`config.mk`:
```
export PLATFORM = sky130hd
export DESIGN_NAME = axi_wr_arb_2x1
export DESIGN_NICKNAME = d
export VERILOG_FILES = /design/src/rtl/axi_wr_arb_pkg.sv /design/src/rtl/axi_wr_arb_idx_fifo.sv /design/src/rtl/axi_wr_arb_2x1.sv
export SDC_FILE = /design/constraint.sdc
export NUM_CORES = 1
export LEC_CHECK = 0
export CAP_MARGIN = 40
export CORE_AREA = 2 2 276 278
export DETAILED_ROUTE_END_ITERATION = 8
export DIE_AREA = 0 0 278 280
export GPL_TIMING_DRIVEN = 0
export PLACE_DENSITY = 0.3
export SLEW_MARGIN = 20
export SYNTH_ARGS = -nofsm -noshare
export SYNTH_HDL_FRONTEND = slang
export SYNTH_SLANG_ARGS = --single-unit
```
`constraint.sdc`:
```
create_clock -name clk -period 3 [get_ports clk]
set_input_delay 0.6 -clock clk [delete_from_list [all_inputs] [get_ports clk]]
set_output_delay 0.6 -clock clk [all_outputs]
set_load 0.1 [all_outputs]
```
`src/rtl/axi_wr_arb_pkg.sv`:
```
// Shared payload types and FSM state encoding for the 2:1 AXI write arbiter.
package axi_wr_arb_pkg;

  localparam int ID_WIDTH   = 4;
  localparam int ADDR_WIDTH = 64;
  localparam int DATA_WIDTH = 128;
  localparam int STRB_WIDTH = DATA_WIDTH / 8;

  typedef struct packed {
    logic [ID_WIDTH-1:0]   id;
    logic [ADDR_WIDTH-1:0] addr;
    logic [7:0]            len;
    logic [2:0]            size;
    logic [1:0]            burst;
  } aw_t;

  typedef struct packed {
    logic [DATA_WIDTH-1:0] data;
    logic [STRB_WIDTH-1:0] strb;
    logic                  last;
  } w_t;

  typedef struct packed {
    logic [ID_WIDTH-1:0] id;
    logic [1:0]          resp;
  } b_t;

  // Downstream IDs carry the requester index as their extra top bit.
  typedef struct packed {
    logic [ID_WIDTH:0]     id;
    logic [ADDR_WIDTH-1:0] addr;
    logic [7:0]            len;
    logic [2:0]            size;
    logic [1:0]            burst;
  } maw_t;

  typedef struct packed {
    logic [ID_WIDTH:0] id;
    logic [1:0]        resp;
  } mb_t;

  typedef enum logic [0:0] {
    ARB   = 1'b0,
    ISSUE = 1'b1
  } arb_state_e;

endpackage

```
`src/rtl/axi_wr_arb_idx_fifo.sv`:
```
// Grant-order FIFO: remembers which requester owns each outstanding W burst.
module axi_wr_arb_idx_fifo #(
  parameter int  DEPTH = 4,
  localparam int PtrW  = (DEPTH > 1) ? $clog2(DEPTH) : 1,
  localparam int CntW  = $clog2(DEPTH) + 1
) (
  input  logic            clk,
  input  logic            rst,
  input  logic            push_i,
  input  logic            data_i,
  input  logic            pop_i,
  output logic            data_o,
  output logic            full_o,
  output logic            empty_o,
  output logic [CntW-1:0] count_o
);

  logic            mem_q [DEPTH];
  logic [PtrW-1:0] wrPtr_q;
  logic [PtrW-1:0] rdPtr_q;
  logic [CntW-1:0] count_q;
  logic            doPush;
  logic            doPop;

  assign full_o  = (count_q == CntW'(DEPTH));
  assign empty_o = (count_q == '0);
  assign count_o = count_q;
  assign data_o  = mem_q[rdPtr_q];
  assign doPush  = push_i && !full_o;
  assign doPop   = pop_i && !empty_o;

  // Pointers wrap naturally because DEPTH is a power of two.
  always_ff @(posedge clk) begin
    if (rst) begin
      wrPtr_q <= '0;
      rdPtr_q <= '0;
      count_q <= '0;
    end else begin
      if (doPush) wrPtr_q <= PtrW'(wrPtr_q + 1'b1);
      if (doPop)  rdPtr_q <= PtrW'(rdPtr_q + 1'b1);
      case ({doPush, doPop})
        2'b10:   count_q <= count_q + CntW'(1);
        2'b01:   count_q <= count_q - CntW'(1);
        default: count_q <= count_q;
      endcase
    end
  end

  always_ff @(posedge clk) begin
    if (doPush) mem_q[wrPtr_q] <= data_i;
  end

endmodule

```
`src/rtl/axi_wr_arb_2x1.sv`:
```
// Two-requester AXI write arbiter; define AXI_WR_ARB_RR_EN for round-robin,
// otherwise requester 0 has fixed priority.
module axi_wr_arb_2x1
  import axi_wr_arb_pkg::*;
#(
  parameter int ID_WIDTH    = 4,
  parameter int ADDR_WIDTH  = 64,
  parameter int DATA_WIDTH  = 128,
  parameter int WFIFO_DEPTH = 4
) (
  input  logic            clk,
  input  logic            rst,
  input  aw_t       [1:0] s_aw,
  input  logic      [1:0] s_awvalid,
  output logic      [1:0] s_awready,
  input  w_t        [1:0] s_w,
  input  logic      [1:0] s_wvalid,
  output logic      [1:0] s_wready,
  output b_t        [1:0] s_b,
  output logic      [1:0] s_bvalid,
  input  logic      [1:0] s_bready,
  output maw_t            m_aw,
  output logic            m_awvalid,
  input  logic            m_awready,
  output w_t              m_w,
  output logic            m_wvalid,
  input  logic            m_wready,
  input  mb_t             m_b,
  input  logic            m_bvalid,
  output logic            m_bready
);

  localparam int CntW = $clog2(WFIFO_DEPTH) + 1;

  arb_state_e            state_q, state_d;
  maw_t                  mAw_q, mAw_d;
  logic                  winIdx;
  logic                  grant;
  logic                  fifoFull;
  logic                  fifoEmpty;
  logic                  headIdx;
  logic                  wActive;
  logic                  wPop;
  logic [CntW-1:0]       fifoCount;
  logic [ID_WIDTH-1:0]   winId;
  logic [ADDR_WIDTH-1:0] winAddr;
  logic [DATA_WIDTH-1:0] wData;
  logic                  bSel;
  logic [ID_WIDTH-1:0]   bId;

`ifdef AXI_WR_ARB_RR_EN
  logic rrPtr_q;

  // rrPtr_q names the requester that wins when both are asking.
  always_comb begin
    if (&s_awvalid) winIdx = rrPtr_q;
    else            winIdx = ~s_awvalid[0];
  end

  always_ff @(posedge clk) begin
    if (rst)        rrPtr_q <= 1'b0;
    else if (grant) rrPtr_q <= ~winIdx;
  end
`else
  assign winIdx = ~s_awvalid[0];
`endif

  // The full check deliberately uses the registered count, ignoring a same-cycle pop.
  assign grant     = !rst && (state_q == ARB) && (|s_awvalid) && !fifoFull;
  assign s_awready = grant ? (2'b01 << winIdx) : 2'b00;
  assign winId     = s_aw[winIdx].id;
  assign winAddr   = s_aw[winIdx].addr;

  always_comb begin
    state_d = state_q;
    mAw_d   = mAw_q;
    case (state_q)
      ARB: begin
        if (grant) begin
          mAw_d   = '{id: {winIdx, winId}, addr: winAddr, len: s_aw[winIdx].len,
                      size: s_aw[winIdx].size, burst: s_aw[winIdx].burst};
          state_d = ISSUE;
        end
      end
      ISSUE: begin
        if (m_awready) state_d = ARB;
      end
      default: state_d = ARB;
    endcase
  end

  always_ff @(posedge clk) begin
    if (rst) begin
      state_q <= ARB;
      mAw_q   <= '0;
    end else begin
      state_q <= state_d;
      mAw_q   <= mAw_d;
    end
  end

  assign m_awvalid = !rst && (state_q == ISSUE);
  assign m_aw      = rst ? '0 : mAw_q;

  axi_wr_arb_idx_fifo #(
    .DEPTH (WFIFO_DEPTH)
  ) u_idx_fifo (
    .clk     (clk),
    .rst     (rst),
    .push_i  (grant),
    .data_i  (winIdx),
    .pop_i   (wPop),
    .data_o  (headIdx),
    .full_o  (fifoFull),
    .empty_o (fifoEmpty),
    .count_o (fifoCount)
  );

  // W beats follow the oldest outstanding grant.
  assign wActive  = !rst && !fifoEmpty && (fifoCount != '0);
  assign wData    = s_w[headIdx].data;
  assign m_w      = '{data: wData, strb: s_w[headIdx].strb, last: s_w[headIdx].last};
  assign m_wvalid = wActive && s_wvalid[headIdx];
  assign s_wready = wActive ? ({1'b0, m_wready} << headIdx) : 2'b00;
  assign wPop     = m_wvalid && m_wready && m_w.last;

  assign bSel     = m_b.id[ID_WIDTH];
  assign bId      = m_b.id[ID_WIDTH-1:0];
  assign s_b[0]   = '{id: bId, resp: m_b.resp};
  assign s_b[1]   = '{id: bId, resp: m_b.resp};
  assign s_bvalid = {1'b0, m_bvalid} << bSel;
  assign m_bready = s_bready[bSel];

endmodule

```
==> results of run 1 <==
[worst max path at each step]
stage / start / to / slack (ps) / cells past startpoint
detailed placement: s_awvalid[0] / s_awready[0] / -1470 / 8
finish: u_idx_fifo.mem_q[3]$_DFFE_PP_ / m_w[94] / -90 / 8
global route: u_idx_fifo.mem_q[3]$_DFFE_PP_ / m_w[99] / -160 / 8
global placement: s_awvalid[0] / s_awready[0] / -2430 / 7
CTS: u_idx_fifo.mem_q[3]$_DFFE_PP_ / m_w[42] / -290 / 6
floorplan: rst / m_aw[11] / 70 / 3
[what timing repair did]
action | CTS | global route
gates cloned | 0 | 1
resized for setup | 156 | 29
setup endpoints to repair | 248 | 53
pin swaps | 2 | 1
hold buffers | 0 | 0
setup buffers | 6 | 7
[final cells by class]
cell class              count  share of cell area
multi-input cells         523               0.216
flip-flops and latches     96              0.0970
plain buffers              70              0.0245
clock buffers               9              0.0111
diodes                     24             0.00297
clock inverters             7             0.00278
inverters                   9             0.00167
repair buffers            813               0.583
well taps                 978              0.0604
[critical path, cell delays in order (launching register included)]
cell,delay (ps)
edfxtp_1,370
mux4_2,560
buf_6,160
buf_6,130
buf_4,130
buf_6,110
buf_12,130
mux2_4,340
buf_16,180
[through the flow]
step | hold WS, ps | total power [uW] | cells
finish | 495 | 7990 | 2529
global route | 515 | 8310 | 2511
CTS | 498 | 8150 | 2526
detailed placement | 486 | 7020 | 2642
global placement | 475 | 5620 | 2390
floorplan | 429 | 4130 | 701
[registers in the layout, summed over array words and instances, names as in the netlist, named ones only]
| signal | count |
|---|---|
| u_idx_fifo.mem_q | 4 |
| u_idx_fifo.rdPtr_q | 2 |
| u_idx_fifo.count_o | 3 |
| u_idx_fifo.wrPtr_q | 2 |
| mAw_q | 82 |
| state_q | 1 |
[cell usage after synthesis]
| cell | n | area, um2 |
|---|---|---|
| o21ai_0 | 6 | 30.0 |
| edfxtp_1 | 4 | 120 |
| a211oi_1 | 77 | 578 |
| nor2_1 | 88 | 330 |
| xnor2_1 | 1 | 8.76 |
| mux2_2 | 147 | 1660 |
| or3_1 | 2 | 12.5 |
| fa_1 | 1 | 20.0 |
| o41ai_1 | 1 | 8.76 |
| mux2i_1 | 84 | 841 |
| nand2_1 | 12 | 45.0 |
| mux4_2 | 1 | 22.5 |
| ha_1 | 5 | 62.6 |
| a21o_1 | 1 | 7.51 |
| o311ai_0 | 1 | 8.76 |
| inv_1 | 9 | 33.8 |
| buf_2 | 24 | 120 |
| a21oi_1 | 3 | 15.0 |
| buf_4 | 12 | 90.1 |
| buf_1 | 5 | 18.8 |
| clkbuf_1 | 32 | 120 |
| dfxtp_1 | 92 | 1840 |
| nand3_1 | 1 | 5.00 |
| a2111oi_4 | 1 | 27.5 |
| nor2b_1 | 84 | 526 |
| xor2_1 | 2 | 17.5 |
| and2_1 | 5 | 31.3 |
[cells by family after synthesis]
logic type / Yosys count
compound gates: 90
xor+xnor: 3
fa+ha+maj: 6
buf+inv: 82
flops: 96
mux: 232
simple gates: 192
[power groups by stage]
stage / logic [uW] / clock network [uW] / registers (uW)
floorplan: 2660 / 0 / 1470
detailed placement: 5540 / 0 / 1480
global placement: 4140 / 0 / 1480
global route: 5530 / 1310 / 1470
finish: 5350 / 1190 / 1450
CTS: 5410 / 1280 / 1450
[cell usage in the layout (no fill, tap or decap), drive strengths merged, types with 11 or more instances in the layout]
master         synthesis  final
clkbuf                32     43
nand2                 12     12
nor2                  88     88
clkdlybuf4s50          0    539
buf                   41    308
a211oi                77     77
mux2                 147    147
nor2b                 84     84
inv                    9     11
diode                  0     24
dfxtp                 92     92
mux2i                 84     84
[per-layer routing]
layer	GRT usage	share of wire	up-vias
met5	0	0.00044	-
met3	0.0301	0.052	79
li1	-	-	4144
met2	0.307	0.55	440
met1	0.171	0.37	4107
met4	0.0378	0.022	6
==> summary.md, run 1 <==
| Metric | Value |
|---|---|
| CP Class | register to output port |
| RSZ-0062 raised after global routing | true |
| Drt pass-1 iters | 4 |
| Vias per std cell | 3.47 |
| Vias in the first global route | 9,501 |
| Initial Util | 0.0877 |
| Tcrit/Tclk final | 1.03 |
| Placement Rows | 101 |
| Status | finished with violations |
| Post-synth cell types | 27 |
| Synth Instances | 701 |
| Multiplexer share of the synthesized area | 0.382 |
| Clock Tree Root | clkbuf_16 |
| Arr. time, crit path | 2490 ps |
| Die area | between 70,000 and 80,000 um2 |
| Main combinational cell family by area after synthesis | multiplexers |
| Element type at the critical path start | register |
| Number of fillers in the final layout | 7,727 |
| I/O Buffers | 711 |
| Initial antenna violation count | 52 |
| Fin nets | approximately 2,000 |
| Hold worst-path end | mAw_q[15]$_SDFFE_PP0P_ |
| Final setup margin | -88.1 ps |
| Min-Delay Path Depth | 2 |
| Final Cell Area | 20,200 um2 |
| CP Capture Type | output port |
| Via Count | 8,776 |
| Yosys warns | 0 |
| Clock transition at path regs | 80 ps |
| Worst-Skew Late Latency | between 300 and 400 ps |
| VDD IR max | 0.271 mV |
| R2R Setup Slk | 130 ps |
| Seq. cell area | between 1500 and 2000 um2 |
| Slew margin rel. | 0.505 |
| R2R depth | 10 |
| CTS Buf Count | 9 |
| Synth Area in XOR/XNOR | 0.00398 |
| Post-synthesis compound-gate area fraction | 0.102 |
| Leak | 0.00791 uW |
| Hold wc startpoint | mAw_q[15]$_SDFFE_PP0P_ |
| Sequential-to-total area share from yosys stat | 0.297 |
| Pwr dens | 395 nW/um2 |
| Initial DRC count | about 290 |
| Global-route wire length before repair | 82,300 um |
| GRT Residual Overflow | 0 |
| I/O pins | 718 |
| Fmax | roughly 320 MHz |
| CTS H-tree lvls | 3 |
| Worst-margin pin slew | 742 ps |
| Sw Share | 0.459 |
| Wirelength per Cell | 25.0 um |
| CTS sink cnt | between 90 and 100 |
| Hold Vio Cnt, Final | 0 |
| Final WL | roughly 63,000 um |
| Int Pwr | 4330 uW |
| Switching pwr | 3670 uW |
| Core region area | 75,200 um2 |
| Final min period | 3090 ps |
| Endpoints failing setup | 33 |
| Layout cells sized above 1 | 0.325 |
| Final Util | 0.269 |
| TritonCTS clock tree | built |
| P&R area growth vs syn | 207% |
| DRC errors left | 0 |
| Antenna Nets Post-Route | 0 |
| Flop pwr share | 0.182 |
| Largest net degree at the start of global routing | 18 |
| Clock Power Share | 0.149 |
| Area of the multi-input gates | 4380 um2 |
| Yosys reg bits | 96 |
| GP Congestion | around 0.81 |
| Post-Place Worst Slack | -1470 ps |
| Syn Nets | 1,177 |
| Max-cap viol count | 0 |
| Adder and majority gate portion of the synthesized area | 0.0125 |
| Mapped cell area | ~6600 um2 |
| Fin. max-slew vios | 0 |
| Worst hold path type | register to register |
| Detailed Place HPWL | 57,000 um |
| End of the worst register-to-register path | u_idx_fifo.count_o[2]$_SDFFE_PP0P_ |
| Failing checks | negative setup slack |
| Die Y | 280 um |
| Worst-path fanout max | 10 |
| Clock Path Buffers | 2 |
| Mean Syn Cell Area | 9.41 um2 |
| Total GRT Usage | 0.157 |
| Simple-Gate Fraction of Synth Area | 0.144 |
| Die W | 278 um |
| Setup TNS | -1400 ps |
| Combinational Power Share | 0.670 |
| Layout Skew | ~14 ps |
| Area of placed instances | 20,900 um2 |
| Reg2reg start | u_idx_fifo.mem_q[3]$_DFFE_PP_ |
| Worst Path Required | 2400 ps |
Note: power is estimated with default switching activity, not from simulation.
==> run 2, diff against run 1 <==
--- a/config.mk
+++ b/config.mk
@@ -7,6 +7,8 @@
 export LEC_CHECK = 0
 export CAP_MARGIN = 40
 export CORE_AREA = 2 2 276 278
+export CTS_BUF_LIST = sky130_fd_sc_hd__clkbuf_8 sky130_fd_sc_hd__clkbuf_16
+export CTS_CLUSTER_SIZE = 14
 export DETAILED_ROUTE_END_ITERATION = 8
 export DIE_AREA = 0 0 278 280
 export GPL_TIMING_DRIVEN = 0
==> results of run 2 <==
Final layout, timing and power as in run 1 (identical DEF).
==> run 3, diff against run 2 <==
--- a/config.mk
+++ b/config.mk
@@ -6,14 +6,15 @@
 export NUM_CORES = 1
 export LEC_CHECK = 0
 export CAP_MARGIN = 40
-export CORE_AREA = 2 2 276 278
+export CORE_AREA = 2 2 281 283
 export CTS_BUF_LIST = sky130_fd_sc_hd__clkbuf_8 sky130_fd_sc_hd__clkbuf_16
 export CTS_CLUSTER_SIZE = 14
 export DETAILED_ROUTE_END_ITERATION = 8
-export DIE_AREA = 0 0 278 280
+export DIE_AREA = 0 0 283 285
 export GPL_TIMING_DRIVEN = 0
 export PLACE_DENSITY = 0.3
 export SLEW_MARGIN = 20
 export SYNTH_ARGS = -nofsm -noshare
 export SYNTH_HDL_FRONTEND = slang
+export SYNTH_HIERARCHICAL = 1
 export SYNTH_SLANG_ARGS = --single-unit
==> run 3 against run 2 <==
  * The run still ends with negative setup slack left
  * Final cell count fell by 1.9%
  * Die area rose by 3.6%
  * Core utilization decreased by 0.41 points
  * Critical path depth up 5
  * Sequential cell count unchanged
  * Routed wire length decreased by 2.9%
  * Total power down 0.63%
  * Combinational power decreased by 2%
  * Area after synthesis is 7.7% higher
  * Sequential share of layout area down 0.19 points
  * Register-to-register slack lost 130 ps
==> summary.md, run 3 <==
| Metric | Value |
|---|---|
| Max-cap viol count | 0 |
| Global-route wire length before repair | approximately 80,000 um |
| Detailed Place HPWL | 55,700 um |
| Die W | 283 um |
| Placement Rows | 103 |
| Failing checks | negative setup slack |
| Initial Util | 0.0911 |
| Yosys reg bits | 96 |
| Antenna Nets Post-Route | 0 |
| Largest net degree at the start of global routing | 21 |
| Core region area | 78,000 um2 |
| Tcrit/Tclk final | 1.00 |
| Post-synth cell types | 34 |
| Clock Path Buffers | 2 |
| FFs w/ async S/R, synth | 0 |
| Total GRT Usage | 0.149 |
| Mean Syn Cell Area | 11.7 um2 |
| Status | finished with violations |
| Overall power | 7940 uW |
| GP Congestion | 0.837 |
| Synth Instances | 607 |
| Area leader, netlist | mux2_2 |
| Clock Tree Root | clkbuf_16 |
| Dpl cells | between 2,000 and 3,000 |
| Clock transition at path regs | 80 ps |
| Die area | between 80,000 and 90,000 um2 |
| Final Util | 0.265 |
| CP Capture Type | register |
| DRC errors left | 0 |
| Largest register FFs | between 80 and 90 |
| P&R area growth vs syn | 191% |
| Min-Delay Path Depth | 2 |
| Synth top cells by count | mux2_2 (230), dfxtp_1 (92), nor2b_1 (83) |
| Layout cells sized above 1 | 0.469 |
| Fin. max-slew vios | 0 |
| Worst hold path type | register to register |
| RSZ-0062 raised after global routing | true |
| # hold bufs at CTS | 0 |
| Via Count | about 7,900 |
| Layout Skew | about 19 ps |
| Commonest non-fill, non-tap cell in the layout | clkdlybuf4s50_1 |
| Syn Nets | 1,083 |
| Hold Vio Cnt, Final | 0 |
| Hold worst-path end | u_idx_fifo/rdPtr_q[1]$_SDFFE_PP0P_ |
| Number of fillers in the final layout | between 8,000 and 9,000 |
| R2R Setup Slk | -3 ps |
| Arr. time, crit path | 3310 ps |
| Final min period | 3000 ps |
| Fmax | 333 MHz |
| Yosys warns | 6 |
| Final setup margin | -3.06 ps |
| Worst-path fanout max | 3 |
| Drt pass-1 iters | 4 |
| Primary FF master, synth | dfxtp_1 |
| CTS sink cnt | 96 |
| Reg2reg start | u_idx_fifo/mem_q[3]$_DFFE_PP_ |
| Pwr dens | 384 nW/um2 |
| End of the worst register-to-register path | u_idx_fifo/count_o[2]$_SDFFE_PP0P_ |
| Sequential-to-total area share from yosys stat | 0.276 |
| TritonCTS clock tree | built |
| Leak | slightly above 0.008 uW |
| Vias per std cell | roughly 3.2 |
| Setup TNS | -3.06 ps |
| Final WL | 61,400 um |
| Biggest register | mAw_q |
| Largest cells by area after synthesis | mux2_2 (36%), dfxtp_1 (26%), mux2_4 (17%), nor2b_1 (7.3%), buf_12 (2.3%) |
| Initial antenna violation count | 55 |
| I/O Buffers | 711 |
| Worst Path Required | 3310 ps |
| Element type at the critical path start | register |
| Hold wc startpoint | u_idx_fifo/rdPtr_q[1]$_SDFFE_PP0P_ |
| CTS H-tree lvls | 3 |
| Die Y | 285 um |
| Worst-Skew Late Latency | a little under 400 ps |
| Mapped cell area | 7110 um2 |
| CTS Buf Count | 9 |
| I/O pins | approximately 720 |
| Worst-margin pin slew | slightly above 700 ps |
| Most common cell in the netlist | mux2_2 |
| Post-Place Worst Slack | -1190 ps |
| Post-synth top area share | 0.364 |
| GRT Residual Overflow | 0 |
| Initial DRC count | 210 |
| Endpoints failing setup | 1 |
| CP Class | register to register |
| Fin nets | 1,876 |
| Post-synth EDFFs | 4 |
| R2R depth | 13 |
| Slew margin rel. | 0.528 |
| Vias in the first global route | 8,836 |
| VDD IR max | 0.267 mV |
| Commonest non-fill, non-tap cells in the layout | clkdlybuf4s50_1 (518), mux2_2 (207), buf_16 (180), mux2_4 (102), dfxtp_1 (89) |
| Final non-filler cell total | 2,482 |
| Wirelength per Cell | 24.7 um |
-- run 3: critical path, cell delays in order (launching register included) --
cell and delay, ps:
edfxtp_1 360, mux4_2 560, buf_12 160, buf_4 130, mux2_4 220, nor3b_4 240
o31ai_4 110, inv_2 70, ha_4 130, inv_2 30, fa_2 320, xor2_1 150
or3_1 320, a21oi_2 130
-- run 3: cell type report --
type                       instances  area, um2  area share
antenna                           27       67.6     0.00327
buffer                            55        558      0.0270
clock buffer                       9        225      0.0109
clock inverter                     7       81.3     0.00393
inverter                          12       71.3     0.00345
multi-input combinational        443       4860       0.235
sequential                        96       1970      0.0951
tap                             1050       1310      0.0635
timing repair buffer             783      11500       0.558
-- run 3: worst max-delay path by stage --
stage / from / endpoint / cells past startpoint
after floorplan: rst / s_wready[0] / 3
after global placement: s_awvalid[0] / s_awready[0] / 6
after detailed placement: rst / u_idx_fifo/count_o[2]$_SDFFE_PP0P_ / 12
after CTS: u_idx_fifo/mem_q[3]$_DFFE_PP_ / m_w[117] / 7
after global routing: u_idx_fifo/mem_q[3]$_DFFE_PP_ / u_idx_fifo/count_o[2]$_SDFFE_PP0P_ / 13
final: u_idx_fifo/mem_q[3]$_DFFE_PP_ / u_idx_fifo/count_o[2]$_SDFFE_PP0P_ / 13
-- run 3: cells by family (layout without fill, tap and decap cells) --
family,count (synthesis),in the layout,synth area share
other,0,27,0
adders and majority gates,6,6,0.0116
muxes,311,311,0.536
xor gates and xnor gates,3,3,0.00370
AOI/OAI and AO/OA,11,11,0.00810
and+or+nand+nor,112,112,0.0967
buffers and inverters,68,866,0.0680
DFF,96,96,0.276
-- run 3: metal layers --
layer  GRT usage  up-vias  part of all wire
met2       0.300      429              0.57
met4      0.0402       10             0.025
met3      0.0486       81             0.068
li1            -     3737                 -
met5           0        -            0.0011
met1       0.143     3691              0.34
-- run 3: where the power goes --
part           internal (uW)  switching [uW]  total (uW)
registers               1420            32.3        1450
clock network            600             649        1250
logic                   2420            2820        5240
total                   4440            3500        7940
-- run 3: what timing repair did --
| item | 4_1_cts | 5_1_grt |
|---|---|---|
| gates resized for setup | 135 | 36 |
| endpoints found under the hold margin | 0 | 0 |
| buffers inserted | 3 | 6 |
| pin swaps | 0 | 1 |
| endpoints found under the setup margin | 236 | 50 |
| gates cloned | 1 | 0 |
-- run 3: metrics by stage --
step	hold WS (ps)	area (um2)
final	491	20700
after detailed placement	481	21500
after floorplan	459	7130
after CTS	492	20600
after global placement	485	15600
after global routing	548	20600
